--- src/rtl/data_mem_seq.sv ---
// data_mem_seq: clocked data memory with req/ack handshake, programmable wait states,
// boot image on reset and out-of-range flagging. Optional even parity: DMEM_PARITY_EN.
module data_mem_seq #(
    parameter int DATA_W      = 16,
    parameter int ADDR_W      = 3,
    parameter int DEPTH       = 8,
    parameter int WAIT_CYCLES = 1
) (
    input  logic              clk,
    input  logic              rst,
    input  logic              req,
    input  logic              we,
    input  logic [ADDR_W-1:0] addr,
    input  logic [DATA_W-1:0] write_data,
`ifdef DMEM_PARITY_EN
    input  logic              inject_perr,
`endif
    output logic              busy,
    output logic              ack,
    output logic [DATA_W-1:0] read_data_out,
    output logic              err
);

`ifdef DMEM_PARITY_EN
    localparam int PAR_W = 1;
`else
    localparam int PAR_W = 0;
`endif
    localparam int WORD_W = DATA_W + PAR_W;

    typedef enum logic [1:0] {S_IDLE, S_WAIT, S_ACK} state_t;

    state_t              r_state;
    logic [3:0]          r_cnt;
    logic                r_we_q;
    logic [ADDR_W-1:0]   r_addr_q;
    logic [DATA_W-1:0]   r_wdata_q;
`ifdef DMEM_PARITY_EN
    logic                r_inj_q;
    logic                w_go_inj;
`endif
    logic [WORD_W-1:0]   r_mem [DEPTH];

    logic                w_go_we;
    logic [ADDR_W-1:0]   w_go_addr;
    logic [DATA_W-1:0]   w_go_wdata;
    logic                w_commit;
    logic                w_in_range;
    logic [ADDR_W-1:0]   w_idx;
    logic [WORD_W-1:0]   w_rd_word;
    logic [WORD_W-1:0]   w_wr_word;
    logic                w_rd_err;

    function automatic logic [WORD_W-1:0] boot_word(input int unsigned idx);
        logic [DATA_W-1:0] d;
        case (idx)
            0:       d = DATA_W'(16'h0045);
            1:       d = DATA_W'(16'h0006);
            2:       d = DATA_W'(16'h0009);
            default: d = '0;
        endcase
`ifdef DMEM_PARITY_EN
        return {^d, d};
`else
        return d;
`endif
    endfunction

    // With zero wait states the access commits on the req-sampling edge itself,
    // so the commit path takes the live inputs in IDLE and the captured copy otherwise.
    assign w_go_we    = (r_state == S_IDLE) ? we         : r_we_q;
    assign w_go_addr  = (r_state == S_IDLE) ? addr       : r_addr_q;
    assign w_go_wdata = (r_state == S_IDLE) ? write_data : r_wdata_q;
    assign w_commit   = ((r_state == S_IDLE) && req && (WAIT_CYCLES == 0)) ||
                        ((r_state == S_WAIT) && (r_cnt == 4'd1));
    assign w_in_range = ({1'b0, w_go_addr} < (ADDR_W+1)'(DEPTH));
    assign w_idx      = w_in_range ? w_go_addr : '0;
    assign w_rd_word  = r_mem[w_idx];

`ifdef DMEM_PARITY_EN
    assign w_go_inj  = (r_state == S_IDLE) ? inject_perr : r_inj_q;
    assign w_wr_word = {(^w_go_wdata) ^ w_go_inj, w_go_wdata};
    assign w_rd_err  = ^w_rd_word;
`else
    assign w_wr_word = w_go_wdata;
    assign w_rd_err  = 1'b0;
`endif

    always_ff @(posedge clk or posedge rst) begin
        if (rst) begin
            r_state       <= S_IDLE;
            r_cnt         <= '0;
            r_we_q        <= 1'b0;
            r_addr_q      <= '0;
            r_wdata_q     <= '0;
`ifdef DMEM_PARITY_EN
            r_inj_q       <= 1'b0;
`endif
            busy          <= 1'b0;
            ack           <= 1'b0;
            err           <= 1'b0;
            read_data_out <= '0;
            for (int unsigned i = 0; i < DEPTH; i++) begin
                r_mem[i] <= boot_word(i);
            end
        end else begin
            ack <= 1'b0;
            case (r_state)
                S_IDLE: begin
                    if (req) begin
                        r_we_q    <= we;
                        r_addr_q  <= addr;
                        r_wdata_q <= write_data;
`ifdef DMEM_PARITY_EN
                        r_inj_q   <= inject_perr;
`endif
                        r_cnt     <= 4'(WAIT_CYCLES);
                        busy      <= 1'b1;
                        r_state   <= (WAIT_CYCLES == 0) ? S_ACK : S_WAIT;
                    end
                end
                S_WAIT: begin
                    r_cnt <= r_cnt - 4'd1;
                    if (r_cnt == 4'd1) begin
                        r_state <= S_ACK;
                    end
                end
                S_ACK: begin
                    r_state <= S_IDLE;
                    busy    <= 1'b0;
                end
                default: begin
                    r_state <= S_IDLE;
                    busy    <= 1'b0;
                end
            endcase

            if (w_commit) begin
                ack <= 1'b1;
                if (!w_in_range) begin
                    err <= 1'b1;
                    if (!w_go_we) begin
                        read_data_out <= '0;
                    end
                end else if (w_go_we) begin
                    err          <= 1'b0;
                    r_mem[w_idx] <= w_wr_word;
                end else begin
                    err           <= w_rd_err;
                    read_data_out <= w_rd_word[DATA_W-1:0];
                end
            end
        end
    end

endmodule

--- config.mk ---
export PLATFORM = sky130hd
export DESIGN_NAME = data_mem_seq
export DESIGN_NICKNAME = d
export VERILOG_FILES = /design/src/rtl/data_mem_seq.sv
export SDC_FILE = /design/constraint.sdc
export NUM_CORES = 1
export LEC_CHECK = 0
export CORE_UTILIZATION = 52
export CTS_BUF_LIST = sky130_fd_sc_hd__clkbuf_8
export DETAILED_ROUTE_END_ITERATION = 10
export PLACE_DENSITY = 0.74
export SYNTH_ARGS = -nofsm -noshare
export SYNTH_HDL_FRONTEND = slang
export SYNTH_SLANG_ARGS = --single-unit
export TNS_END_PERCENT = 10
--- constraint.sdc ---
create_clock -name clk -period 5.5 [get_ports clk]
set_input_delay 0.55 -clock clk [delete_from_list [all_inputs] [get_ports clk]]
set_output_delay 0.55 -clock clk [all_outputs]
set_load 0.01 [all_outputs]
==> reports/metrics.csv <==
stage,metric,value,unit
outcome,status,completed,
worst_setup_path,reg2reg start,r_state[0],
timing,pins over their slew limit,0,
clock_tree,total CTS buffers,17,
clock_tree,PostCTS Resize Cnt,0,
logic_synthesis,Post-Syn Nets,721,
hold_path,Hold Path End,r_mem[97],
final_layout,Final nets,739,
placement,RePlAce Congestion,0.777,
floorplanning,cell row count,43,
hold_path,Worst Hold Class,flop to flop,
hold_path,WHS Path Cells,2,
logic_synthesis,Post-Synthesis Cells,696,
global_route,largest net degree at the start of global routing,126,
routing,Post-DRT Antenna Nets,0,
power_and_ir_drop,VDD IR-drop max,318,uV
clock_tree,Clock transition at path regs,0.08,ns
hold_path,HP Start,r_mem[97],
worst_setup_path,startpoint types,flop,
routing,routed len/inst,18.2,um
routing,Vias/cell,5.74,
final_layout,final instance area,0.00834,mm^2
logic_synthesis,"Seq/Total Area, Yosys",0.566,
worst_setup_path,Worst setup EP type,flop,
timing,Setup TNS,0,ns
final_layout,filler cell count in the final layout,1182,
floorplanning,die area,0.0151,mm^2
clock_tree,root buffer cell,clkbuf_8,
floorplanning,initial core utilization,0.541,
routing,drt initial violations,341,
clock_tree,CTS Sinks,172,
logic_synthesis,synthesized flop and latch total,172,
floorplanning,Ports,42,
timing,Period minus WS final,3.47,ns
floorplanning,Die Wd,123,um
global_route,Overflow after GRT,0,
logic_synthesis,post-synthesis cell area,0.00762,mm^2
timing,"Hold Vio Cnt, Final",0,
worst_setup_path,critical path class,flop to flop,
floorplanning,core area,0.0141,mm^2
timing,FMAX,288,MHz
final_layout,most frequent cells in the layout,"165 x dfrtp_1, 133 x nand2_1, 121 x o21ai_1",
timing,worst hold slack,0.471,ns
clock_tree,setup bufs post-CTS,0,
routing,routed vias,5199,
worst_setup_path,CP Data Arrival Time,3.77,ns
global_route,initial antenna violation count,0,
placement,hpwl dp,10600,um
clock_tree,hold buffers post-CTS,0,
global_route,vias in the first global route,5463,
final_layout,share of layout cells above drive strength 1,0.0882,
power_and_ir_drop,Final Power,4.58,mW
clock_tree,Max H-tree Level,4,
final_layout,Seq. cell area,0.00431,mm^2
floorplanning,Die Ht,123,um
logic_synthesis,Synth warnings,0,
clock_tree,Worst-Skew Late Latency,0.46,ns
worst_setup_path,R2R cell count,5,
routing,DR DRC count,0,
timing,RSZ-0062 raised after global routing,false,
final_layout,Area growth syn-to-layout,9.37,%
timing,Final Skew,0.00736,ns
timing,fin crit share,0.631,
global_route,GR Util All Layers,0.245,
power_and_ir_drop,Leakage,3.82,nW
worst_setup_path,Reg2Reg Setup Slack,2.03,ns
timing,# setup viols final,0,
routing,final wirelength,16500,um
routing,first drt pass iteration count,5,
logic_synthesis,Yosys cell types,36,
placement,count of input and output buffers,40,
power_and_ir_drop,pwr dens,549,mW/mm^2
timing,relative slew slack,0.126,
final_layout,area occupied by multi-input gates,0.00295,mm^2
clock_tree,CTS tree,built,
global_route,first-pass GRT wire length,27500,um
logic_synthesis,Avg Inst Size Synth,10.9,um^2
final_layout,"commonest non-fill, non-tap cell in the layout",dfrtp_1,
clock_tree,largest buffer count on any clock path,2,
worst_setup_path,FF-to-FF End,r_mem[37],
final_layout,n_diodes,0,
worst_setup_path,Worst EP required,5.80,ns
timing,Worst-Margin Slew,1.31,ns
placement,Post-Place Cell Area,0.00801,mm^2
job,Max-cap violations,0,
worst_setup_path,CP max FO,32,
-- layer usage --
layer  up-vias  track usage  wire, um
met3        22       0.0470       698
met5         -            0         0
met2       133        0.416      8390
met1      2560        0.305      7120
met4         0        0.107       312
li1       2484            -         -
-- sequential cells by signal (all words and copies together) (netlist names) --
register / flops
r_mem: 128
r_wdata_q: 16
read_data_out: 16
r_cnt: 4
r_addr_q: 3
r_state: 2
ack: 1
busy: 1
r_we_q: 1
-- critical path: stages (launching register included) --
cell and delay (ns):
dfrtp_1 0.48, or2_1 0.32, a31oi_1 0.98, buf_4 0.37, or4_1 0.95, o21ai_1 0.19
-- through the flow --
stage | util | setup slack (ns) | cells
6_report | 0.591 | 2.03 | 906
5_1_grt | 0.591 | 1.86 | 906
4_1_cts | 0.591 | 2.13 | 906
3_5_place_dp | 0.568 | 1.61 | 875
3_3_place_gp | 0.568 | 1.68 | 875
2_1_floorplan | - | 0.301 | 696
-- power by group --
group          switching (mW)  total (mW)  internal [mW]
clock network           0.411       0.753          0.342
logic                    1.08        1.87          0.787
registers               0.249        1.96           1.71
-- kinds of logic (layout without fill, tap and decap cells) --
kind of cell | Yosys count | in the layout | share of synthesized area
xor+xnor | 1 | 1 | 0.00115
buf+inv | 60 | 90 | 0.0470
flops | 172 | 172 | 0.566
other cells | 1 | 1 | 0.000492
compound gates | 187 | 187 | 0.143
simple gates | 172 | 172 | 0.101
mux | 101 | 101 | 0.139
fa+ha+maj | 2 | 2 | 0.00328
-- synthesized netlist by cell type --
master | instances | share of area
xor2_1 | 1 | 0.0011
a31oi_1 | 3 | 0.0025
o31ai_2 | 1 | 0.0016
nor4bb_1 | 1 | 0.0013
or3b_1 | 1 | 0.0011
buf_6 | 14 | 0.021
o21ai_0 | 12 | 0.0079
o31a_1 | 16 | 0.018
o22ai_1 | 16 | 0.013
nor4b_1 | 2 | 0.0023
nor2b_1 | 1 | 0.00082
nor3b_1 | 1 | 0.00099
mux2i_1 | 65 | 0.085
dfrtp_1 | 165 | 0.54
or2_1 | 1 | 0.00082
buf_4 | 1 | 0.00099
and2_1 | 1 | 0.00082
nor2_2 | 1 | 0.00082
nand3_1 | 2 | 0.0013
o21ai_1 | 121 | 0.079
mux2_2 | 20 | 0.030
mux2_1 | 16 | 0.024
nand2b_1 | 17 | 0.014
nand4b_1 | 1 | 0.0011
inv_1 | 8 | 0.0039
ha_1 | 2 | 0.0033
o2bb2ai_1 | 16 | 0.018
buf_2 | 19 | 0.012
and3_1 | 1 | 0.00082
a21oi_1 | 2 | 0.0013
or4b_1 | 1 | 0.0013
or4_1 | 8 | 0.0079
clkbuf_1 | 18 | 0.0089
nand2_1 | 133 | 0.066
conb_1 | 1 | 0.00049
dfstp_2 | 7 | 0.024
-- worst max path at each step --
stage | cells past startpoint | end | slack (ns) | startpoint
floorplan | 1 | ack | 0.30 | rst
global placement | 7 | r_mem[0] | 1.68 | addr[0]
detailed placement | 7 | r_mem[2] | 1.61 | addr[0]
CTS | 7 | r_mem[2] | 2.13 | addr[0]
global route | 6 | r_mem[14] | 1.86 | r_state[1]
finish | 5 | r_mem[37] | 2.03 | r_state[0]
-- area by class of cell --
type                    instances  area share
flip-flops and latches        172       0.517
multi-input cells             464       0.354
repair buffers                 51      0.0579
clock buffers                  21      0.0347
well taps                     180      0.0270
clock inverters                10     0.00465
inverters                       8     0.00420
(Power assumes the default switching activity.)
